## src/rtl/mem_arbiter.sv

```systemverilog
// Arbitrates instruction fetches and data accesses onto a single request/grant memory bus.
// Data side has fixed priority; every transaction is bounded by a request-to-response timeout.
module mem_arbiter #(
    parameter int unsigned ADDR_WIDTH     = 32,
    parameter int unsigned TIMEOUT_CYCLES = 255
) (
    input  logic                  clk,
    input  logic                  rst_n,
    input  logic                  Icache_ReqEn,
    input  logic [ADDR_WIDTH-1:0] Icache_Addr,
    output logic [31:0]           Icache_Instr,
    output logic                  Icache_Valid,
    output logic                  Icache_StallReq,
    input  logic                  Mem_DcacheEN,
    input  logic                  Mem_DcacheRd,
    input  logic [1:0]            Mem_DcacheWidth,
    input  logic                  Mem_DcacheSign,
    input  logic [ADDR_WIDTH-1:0] Mem_DcacheAddr,
    input  logic [31:0]           EXMem_Rs2Data,
    output logic [31:0]           Dcache_DataRd,
    output logic                  Dcache_Valid,
    output logic                  Dcache_StallReq,
    output logic                  Dcache_Misalign,
    output logic                  Bus_Req,
    output logic                  Bus_We,
    output logic [ADDR_WIDTH-1:0] Bus_Addr,
    output logic [31:0]           Bus_WrData,
    output logic [3:0]            Bus_ByteEn,
    input  logic                  Bus_Gnt,
    input  logic                  Bus_RValid,
    input  logic [31:0]           Bus_RData,
    output logic                  Bus_Err
);

    localparam int unsigned CNT_W = $clog2(TIMEOUT_CYCLES + 1) + 1;

    typedef enum logic [2:0] {IDLE, IREQ, IWAIT, DREQ, DWAIT} state_e;

    state_e                  state_q, state_d;
    logic [CNT_W-1:0]        cnt_q, cnt_d;
    logic [1:0]              lane_q, lane_d;
    logic [1:0]              width_q, width_d;
    logic                    sign_q, sign_d;
    logic                    rd_q, rd_d;
    logic                    bus_req_q, bus_req_d;
    logic                    bus_we_q, bus_we_d;
    logic [ADDR_WIDTH-1:0]   bus_addr_q, bus_addr_d;
    logic [31:0]             bus_wrdata_q, bus_wrdata_d;
    logic [3:0]              bus_byteen_q, bus_byteen_d;
    logic                    bus_err_q, bus_err_d;
    logic                    i_valid_q, i_valid_d;
    logic [31:0]             i_instr_q, i_instr_d;
    logic                    d_valid_q, d_valid_d;
    logic [31:0]             d_data_q, d_data_d;
    logic                    d_mis_q, d_mis_d;
    logic                    d_misaligned_c;
    logic                    timeout_c;
    logic [1:0]              unused_iaddr_c;

    function automatic logic [3:0] byte_en(input logic [1:0] w, input logic [1:0] a);
        case (w)
            2'b00:   return 4'(4'b0001 << a);
            2'b01:   return 4'(4'b0011 << a);
            default: return 4'b1111;
        endcase
    endfunction

    function automatic logic [31:0] wr_lanes(input logic [1:0] w, input logic [31:0] d);
        case (w)
            2'b00:   return {4{d[7:0]}};
            2'b01:   return {2{d[15:0]}};
            default: return d;
        endcase
    endfunction

    function automatic logic [31:0] load_ext(input logic [31:0] r, input logic [1:0] lane,
                                             input logic [1:0] w, input logic s);
        logic [31:0] sh;
        sh = r >> {lane, 3'b000};
        case (w)
            2'b00:   return {{24{s & sh[7]}}, sh[7:0]};
            2'b01:   return {{16{s & sh[15]}}, sh[15:0]};
            default: return r;
        endcase
    endfunction

    // Fetch addresses are word addresses; the low bits never reach the bus.
    assign unused_iaddr_c = Icache_Addr[1:0];

    assign d_misaligned_c = ((Mem_DcacheWidth == 2'b01) && Mem_DcacheAddr[0]) ||
                            (Mem_DcacheWidth[1] && (Mem_DcacheAddr[1:0] != 2'b00));
    assign timeout_c      = (cnt_q >= CNT_W'(TIMEOUT_CYCLES));

    // Next-state, capture and registered-output logic.
    always_comb begin
        state_d      = state_q;
        cnt_d        = cnt_q;
        lane_d       = lane_q;
        width_d      = width_q;
        sign_d       = sign_q;
        rd_d         = rd_q;
        bus_req_d    = 1'b0;
        bus_we_d     = bus_we_q;
        bus_addr_d   = bus_addr_q;
        bus_wrdata_d = bus_wrdata_q;
        bus_byteen_d = bus_byteen_q;
        bus_err_d    = 1'b0;
        i_valid_d    = 1'b0;
        i_instr_d    = i_instr_q;
        d_valid_d    = 1'b0;
        d_data_d     = d_data_q;
        d_mis_d      = 1'b0;

        case (state_q)
            IDLE: begin
                if (Mem_DcacheEN && !d_valid_q && !d_mis_q) begin
                    if (d_misaligned_c) begin
                        d_mis_d   = 1'b1;
                        d_valid_d = 1'b1;
                        d_data_d  = 32'h0;
                    end else begin
                        lane_d       = Mem_DcacheAddr[1:0];
                        width_d      = Mem_DcacheWidth;
                        sign_d       = Mem_DcacheSign;
                        rd_d         = Mem_DcacheRd;
                        bus_we_d     = ~Mem_DcacheRd;
                        bus_addr_d   = {Mem_DcacheAddr[ADDR_WIDTH-1:2], 2'b00};
                        bus_wrdata_d = wr_lanes(Mem_DcacheWidth, EXMem_Rs2Data);
                        bus_byteen_d = byte_en(Mem_DcacheWidth, Mem_DcacheAddr[1:0]);
                        bus_req_d    = 1'b1;
                        cnt_d        = '0;
                        state_d      = DREQ;
                    end
                end else if (Icache_ReqEn && !i_valid_q) begin
                    bus_we_d     = 1'b0;
                    bus_addr_d   = {Icache_Addr[ADDR_WIDTH-1:2], 2'b00};
                    bus_wrdata_d = 32'h0;
                    bus_byteen_d = 4'b1111;
                    bus_req_d    = 1'b1;
                    cnt_d        = '0;
                    state_d      = IREQ;
                end
            end
            IREQ, DREQ: begin
                cnt_d = cnt_q + CNT_W'(1);
                if (Bus_Gnt) begin
                    state_d = (state_q == DREQ) ? DWAIT : IWAIT;
                end else if (timeout_c) begin
                    state_d   = IDLE;
                    bus_err_d = 1'b1;
                    if (state_q == DREQ) begin
                        d_valid_d = 1'b1;
                        d_data_d  = 32'h0;
                    end else begin
                        i_valid_d = 1'b1;
                        i_instr_d = 32'h0;
                    end
                end else begin
                    bus_req_d = 1'b1;
                end
            end
            IWAIT, DWAIT: begin
                cnt_d = cnt_q + CNT_W'(1);
                if (Bus_RValid || timeout_c) begin
                    state_d   = IDLE;
                    bus_err_d = ~Bus_RValid;
                    if (state_q == DWAIT) begin
                        d_valid_d = 1'b1;
                        d_data_d  = (Bus_RValid && rd_q) ?
                                    load_ext(Bus_RData, lane_q, width_q, sign_q) : 32'h0;
                    end else begin
                        i_valid_d = 1'b1;
                        i_instr_d = Bus_RValid ? Bus_RData : 32'h0;
                    end
                end
            end
            default: state_d = IDLE;
        endcase
    end

    always_ff @(posedge clk or negedge rst_n) begin
        if (!rst_n) begin
            state_q      <= IDLE;
            cnt_q        <= '0;
            lane_q       <= 2'b00;
            width_q      <= 2'b00;
            sign_q       <= 1'b0;
            rd_q         <= 1'b0;
            bus_req_q    <= 1'b0;
            bus_we_q     <= 1'b0;
            bus_addr_q   <= '0;
            bus_wrdata_q <= 32'h0;
            bus_byteen_q <= 4'h0;
            bus_err_q    <= 1'b0;
            i_valid_q    <= 1'b0;
            i_instr_q    <= 32'h0;
            d_valid_q    <= 1'b0;
            d_data_q     <= 32'h0;
            d_mis_q      <= 1'b0;
        end else begin
            state_q      <= state_d;
            cnt_q        <= cnt_d;
            lane_q       <= lane_d;
            width_q      <= width_d;
            sign_q       <= sign_d;
            rd_q         <= rd_d;
            bus_req_q    <= bus_req_d;
            bus_we_q     <= bus_we_d;
            bus_addr_q   <= bus_addr_d;
            bus_wrdata_q <= bus_wrdata_d;
            bus_byteen_q <= bus_byteen_d;
            bus_err_q    <= bus_err_d;
            i_valid_q    <= i_valid_d;
            i_instr_q    <= i_instr_d;
            d_valid_q    <= d_valid_d;
            d_data_q     <= d_data_d;
            d_mis_q      <= d_mis_d;
        end
    end

    assign Bus_Req         = bus_req_q;
    assign Bus_We          = bus_we_q;
    assign Bus_Addr        = bus_addr_q;
    assign Bus_WrData      = bus_wrdata_q;
    assign Bus_ByteEn      = bus_byteen_q;
    assign Bus_Err         = bus_err_q;
    assign Icache_Valid    = i_valid_q;
    assign Icache_Instr    = i_instr_q;
    assign Dcache_Valid    = d_valid_q;
    assign Dcache_DataRd   = d_data_q;
    assign Dcache_Misalign = d_mis_q;
    assign Icache_StallReq = Icache_ReqEn & ~i_valid_q;
    assign Dcache_StallReq = Mem_DcacheEN & ~d_valid_q;

endmodule

```

## config.mk

```make
export PLATFORM = sky130hd
export DESIGN_NAME = mem_arbiter
export DESIGN_NICKNAME = d
export VERILOG_FILES = /design/src/rtl/mem_arbiter.sv
export SDC_FILE = /design/constraint.sdc
export NUM_CORES = 1
export LEC_CHECK = 0
export CAP_MARGIN = 20
export CORE_MARGIN = 2
export CORE_UTILIZATION = 41
export CTS_CLUSTER_DIAMETER = 60
export DETAILED_ROUTE_END_ITERATION = 12
export PLACE_DENSITY_LB_ADDON = 0.3
export SKIP_LAST_GASP = 1
export SLEW_MARGIN = 5
export SYNTH_ARGS = -nofsm -noshare
export SYNTH_HDL_FRONTEND = slang
export SYNTH_SLANG_ARGS = --single-unit
```

## constraint.sdc

```tcl
create_clock -name clk -period 2.35 [get_ports clk]
set_input_delay 0.47 -clock clk [delete_from_list [all_inputs] [get_ports clk]]
set_output_delay 0.47 -clock clk [all_outputs]
set_load 0.01 [all_outputs]
```

**Word-level counts from Yosys, hierarchy flattened**

Index checks and enable logic that the tools add are counted.

- Register bits: 156
- Logic and storage cells: 146

- Add/subtract/negate cells: 1
- $lt $le $gt $ge: 1
- Eq/ne operators: 19
- Shift-type cells: 3
- Multiplexer cells: 68
- Bitwise gates (word level): 9
- Reduce and logical (&&, ||, !) cells: 28

Operators by type and width:

| operator | count |
|---|---|
| $mux 32 | 20 |
| $pmux 32 s2 | 3 |
| $pmux 32 s3 | 1 |
| $shr 32x5->16 | 1 |
| $mux 9 | 3 |
| $mux 1 | 24 |
| $mux 3 | 7 |
| $ne 2x2->1 const B | 10 |
| $pmux 9 s2 | 1 |
| $mux 4 | 3 |
| $add 9x1->9 const B | 1 |
| $ge 9x8->1 const B | 1 |
| $ne 3x3->1 const B | 3 |
| $pmux 3 s3 | 1 |
| $reduce_and 3->1 | 3 |
| $pmux 4 s2 | 1 |
| $reduce_and 8->1 | 1 |
| $reduce_bool 2->1 | 4 |
| $eq 3x2->1 const B | 2 |
| $logic_and 1x1->1 | 6 |
| $pmux 1 s2 | 3 |
| $reduce_and 6->1 | 1 |
| $not 1->1 | 5 |
| $and 1x1->1 | 4 |
| 14 further kinds | 20 |

**Longest topological paths before layout**

- Depth after elaboration: 7
- Gate-level depth with buffers: 10
- Mapped depth without buffers: 9

**Least setup slack after synthesis**

Ideal clock, no wire load.

- Path type: register -> register
- Start: reg cnt_q[0]
- End: reg d_data_q[23], in the netlist Dcache_DataRd[23]
- Setup time: 0.125 ns
- Data arrival time: 2.201 ns
- Required time: 2.225 ns
- Setup slack: 0.024 ns
- Cell stages (with the launch flop): 11
- Buffers on the path: 1
- Period minus slack after synthesis: 2.326 ns
- Cell sequence: dfrtp_1 ha_1 nand2_1 nor3_1 ha_1 nor2_1 o31ai_4 a221oi_4 inv_4 buf_8 mux2_4

- Cells in the longest elaborated chain, start to end: 4

Ends and longest elaborated chain:

| what | line | RTL |
|---|---|---|
| from (decl) | 40 | `logic [CNT_W-1:0] cnt_q, cnt_d;` |
| from (signal assigned) | 202 | `cnt_q <= cnt_d;` |
| $ge 9x8->1 * | 92 | `assign timeout_c = (cnt_q >= CNT_W'(TIMEOUT_CYCLES));` |
| $logic_or 1x1->1 | 164 | `if (Bus_RValid \|\| timeout_c) begin` |
| $ne 2x2->1 (no line) | - |  |
| $reduce_and 8->1 (no line) * | - |  |
| to (signal assigned) | 216 | `d_data_q <= d_data_d;` |
| to (decl) | 54 | `logic [31:0] d_data_q, d_data_d;` |

Every way passes the cells marked *; elsewhere a longest branch is shown, timed or not.
A chain may end at the register's enable or synchronous reset.

**Worst setup path after layout**

- Start: reg cnt_q[1]
- End: reg d_data_q[29], in the netlist Dcache_DataRd[29]

Same word-level chain as after synthesis.

==> results.sh <==
export IMPL_leakagePower_nw=4.95
export IMPL_hold_viol=5
export IMPL_cts_root_buf="clkbuf_16"
export IMPL_fin_area_mm2=0.0115
export IMPL_synthArstFlopShare=1.00
export IMPL_post_place_ws_ns=-0.271
export IMPL_fin_util=0.635
export IMPL_grt_max_degree=62
export IMPL_yosys_most_used_dff="dfrtp_1"
export IMPL_ys_warn_count=0
export IMPL_wl_per_cell_um=17.4
export IMPL_crit_chain="ha_1 -> nand2_2 -> nor3_1 -> ha_1 -> nor2_2 -> o31ai_4 -> a221oi_4 -> buf_4 -> inv_6 -> mux2_4"
export IMPL_fillers=1513
export IMPL_area_growth_pct=50.8
export IMPL_timing_critical_path_slowest_cell_delay_ns=0.39
export IMPL_multi_input_area_mm2=0.00349
export IMPL_dr_wl_met3_um=1430
export IMPL_fin_ws_ns=0.103
export IMPL_drt_iter0_markers=523
export IMPL_vias_per_cell=5.36
export IMPL_ys_seq_area_frac=0.504
export IMPL_antenna_found_initial=0
export IMPL_cp_data_arrival_time_ns=2.56
export IMPL_power_density_mw_per_mm2=1110
export IMPL_required_ns=2.67
export IMPL_violations="hold timing"
export IMPL_route_detailed_drc=0
export IMPL_drtPass1Iterations=5
export IMPL_die_w_um=141
export IMPL_drv_cap=0
export IMPL_critPathMaxFanout=17
export IMPL_post_place_cells=1304
export IMPL_cts_sinks=154
export IMPL_yosysTopAreaCell="dfrtp_1"
export IMPL_dpl_cell_area_mm2=0.0109
export IMPL_core_area_mm2=0.0181
export IMPL_clockBufferDepth=2
export IMPL_grt_setup_unrepaired="yes"
export IMPL_dr_wl_met2_um=11200
export IMPL_worst_clock_skew_ns=0.00942
export IMPL_whs_ns=-0.0120
export IMPL_nets=1237
export IMPL_post_dp_hpwl_um=16800
export IMPL_std_cell_rows=49
export IMPL_netlist_area_leader_share=0.504
export IMPL_power_mw=12.8
export IMPL_report_final_slew_viol_count=0
export IMPL_register_area_mm2=0.00385
export IMPL_grt_overflow_total=0
export IMPL_grt_pass1_vias=7085
export IMPL_tns_ns=0
export IMPL_max_freq_ghz=0.445
export IMPL_drive_above_1_share=0.114
export IMPL_fin_cells=1339
export IMPL_tightest_slew_ns=0.522
export IMPL_grt_pass1_wl_um=37800
export IMPL_htreeDepth=4
export IMPL_avgSynthCellArea_um2=9.41
export IMPL_finalCritPeriodShare=0.956
export IMPL_path_common_cell="ha_1"
export IMPL_initial_core_util=0.421
export IMPL_syn_inst=812
export IMPL_endpoint_kind="register"
export IMPL_dr_total_vias=7178
export IMPL_port_buffers=273
export IMPL_run_status="finished with violations"
export IMPL_drt_wl_total_um=23400
export IMPL_hp_class="in -> async"
export IMPL_pin_count=278
export IMPL_postRouteAntennaNets=0
export IMPL_n_antenna_cell=0
export IMPL_highest_layer="met4"
export IMPL_start_kind="register"
export IMPL_grt_util_all_layers=0.240
export IMPL_slowest_stage="dfrtp_1"
export IMPL_ys_types=57
export IMPL_cts_tree="done"
export IMPL_die_area_mm2=0.0197
export IMPL_die_h_um=141
export IMPL_synth_edf_count=0
export IMPL_vdd_ir_drop_worst_v=0.000666
export IMPL_setup_viol=0
export IMPL_synth_area_top_cells="dfrtp_1 (50%), nand2_1 (8.3%), o21ai_0 (6.2%)"
export IMPL_fin_crit_ns=2.25
export IMPL_path_class="reg -> reg"
export IMPL_cts_buffers=17
export IMPL_ys_seq_elements=154
export IMPL_m1WireLength_um=10100
export IMPL_relSlewSlack=0.651
export IMPL_path_clk_slew_ns=0.07
export IMPL_clock_latency_ns=0.43
export IMPL_syn_area_mm2=0.00764
export IMPL_place_congestion=0.865
placed cells by master, fill, tap and decap left out, types with 22 or more instances in the layout:
| master | n |
|---|---|
| nand2_1 | 167 |
| nand4b_1 | 32 |
| a21oi_1 | 22 |
| dfrtp_1 | 154 |
| mux2i_1 | 35 |
| buf_4 | 54 |
| nor2_1 | 47 |
| o21ai_0 | 95 |
| a31oi_1 | 31 |
| clkdlybuf4s50_1 | 272 |
worst max-delay path, delay by kind of cell, from the launching register on:
family | cells | cell delay, ns
AOI/OAI and AO/OA | 2 | 0.47
adders and majority gates | 2 | 0.41
DFF | 1 | 0.39
muxes | 1 | 0.30
and+or+nand+nor | 3 | 0.28
buffers and inverters | 2 | 0.27
metal layers:
metal | global-route usage | vias up
li1 | - | 3469
met1 | 0.319 | 3376
met2 | 0.385 | 292
met3 | 0.0557 | 41
met4 | 0.0879 | 0
met5 | 0 | -
report_power, final:
part           switching (mW)  internal [mW]
Clock                    1.17           1.40
Combinational            2.98           3.03
Sequential              0.631           3.63
Total                    4.79           8.05
flip-flops by register name (all words and copies together), names as in the netlist, 2 cells and up:
signal         cells
Bus_WrData        32
Dcache_DataRd     32
Icache_Instr      32
Bus_Addr          30
cnt_q              9
Bus_ByteEn         4
state_q            3
lane_q             2
width_q            2
final timing paths:
kind,from,end,slack (ns),cells after the start
max,cnt_q[1],Dcache_DataRd[29],0.10,10
min,rst_n,Icache_Instr[2],-0.01,1
max reg2reg,cnt_q[1],Dcache_DataRd[29],0.10,10
min reg2reg,Dcache_DataRd[4],Dcache_DataRd[4],0.48,2
max in group asynchronous,rst_n,cnt_q[1],1.62,2
min in group clk,Dcache_DataRd[4],Dcache_DataRd[4],0.48,2
timing repair:
action | in CTS | in global routing
endpoints found under the setup margin | 7 | 41
hold buffers | 0 | 0
pin swaps | 1 | 2
resized for setup | 0 | 6
setup buffers | 1 | 2
logic make-up after synthesis:
group,synth area share
mux,0.0738
fa+ha+maj,0.00327
simple gates,0.184
xor+xnor,0.00229
other cells,0.000491
flops,0.504
compound gates,0.186
buf+inv,0.0467
final cells by class:
cell class / count / share of cell area
clock buffers: 18 / 0.0381
clock inverters: 14 / 0.00999
inverters: 13 / 0.00467
multi-input cells: 576 / 0.303
flip-flops and latches: 154 / 0.334
well taps: 229 / 0.0249
repair buffers: 335 / 0.285
Yosys cell counts, types with 3 or more instances:
master / instances
buf_1: 7
o31ai_1: 8
a22o_1: 16
nand2_1: 168
nor2_1: 48
buf_4: 4
nand4b_1: 32
a31oi_1: 31
nor2b_1: 6
nand3_1: 11
mux2_4: 9
and2_1: 3
nor3_1: 7
mux2_2: 7
o21ai_0: 95
nand4_1: 3
nand2b_1: 7
a21oi_1: 23
clkbuf_1: 45
buf_2: 12
dfrtp_1: 154
o221ai_1: 16
o2bb2ai_1: 16
inv_1: 10
mux2i_1: 35
Note: power is estimated with default switching activity, not from simulation.
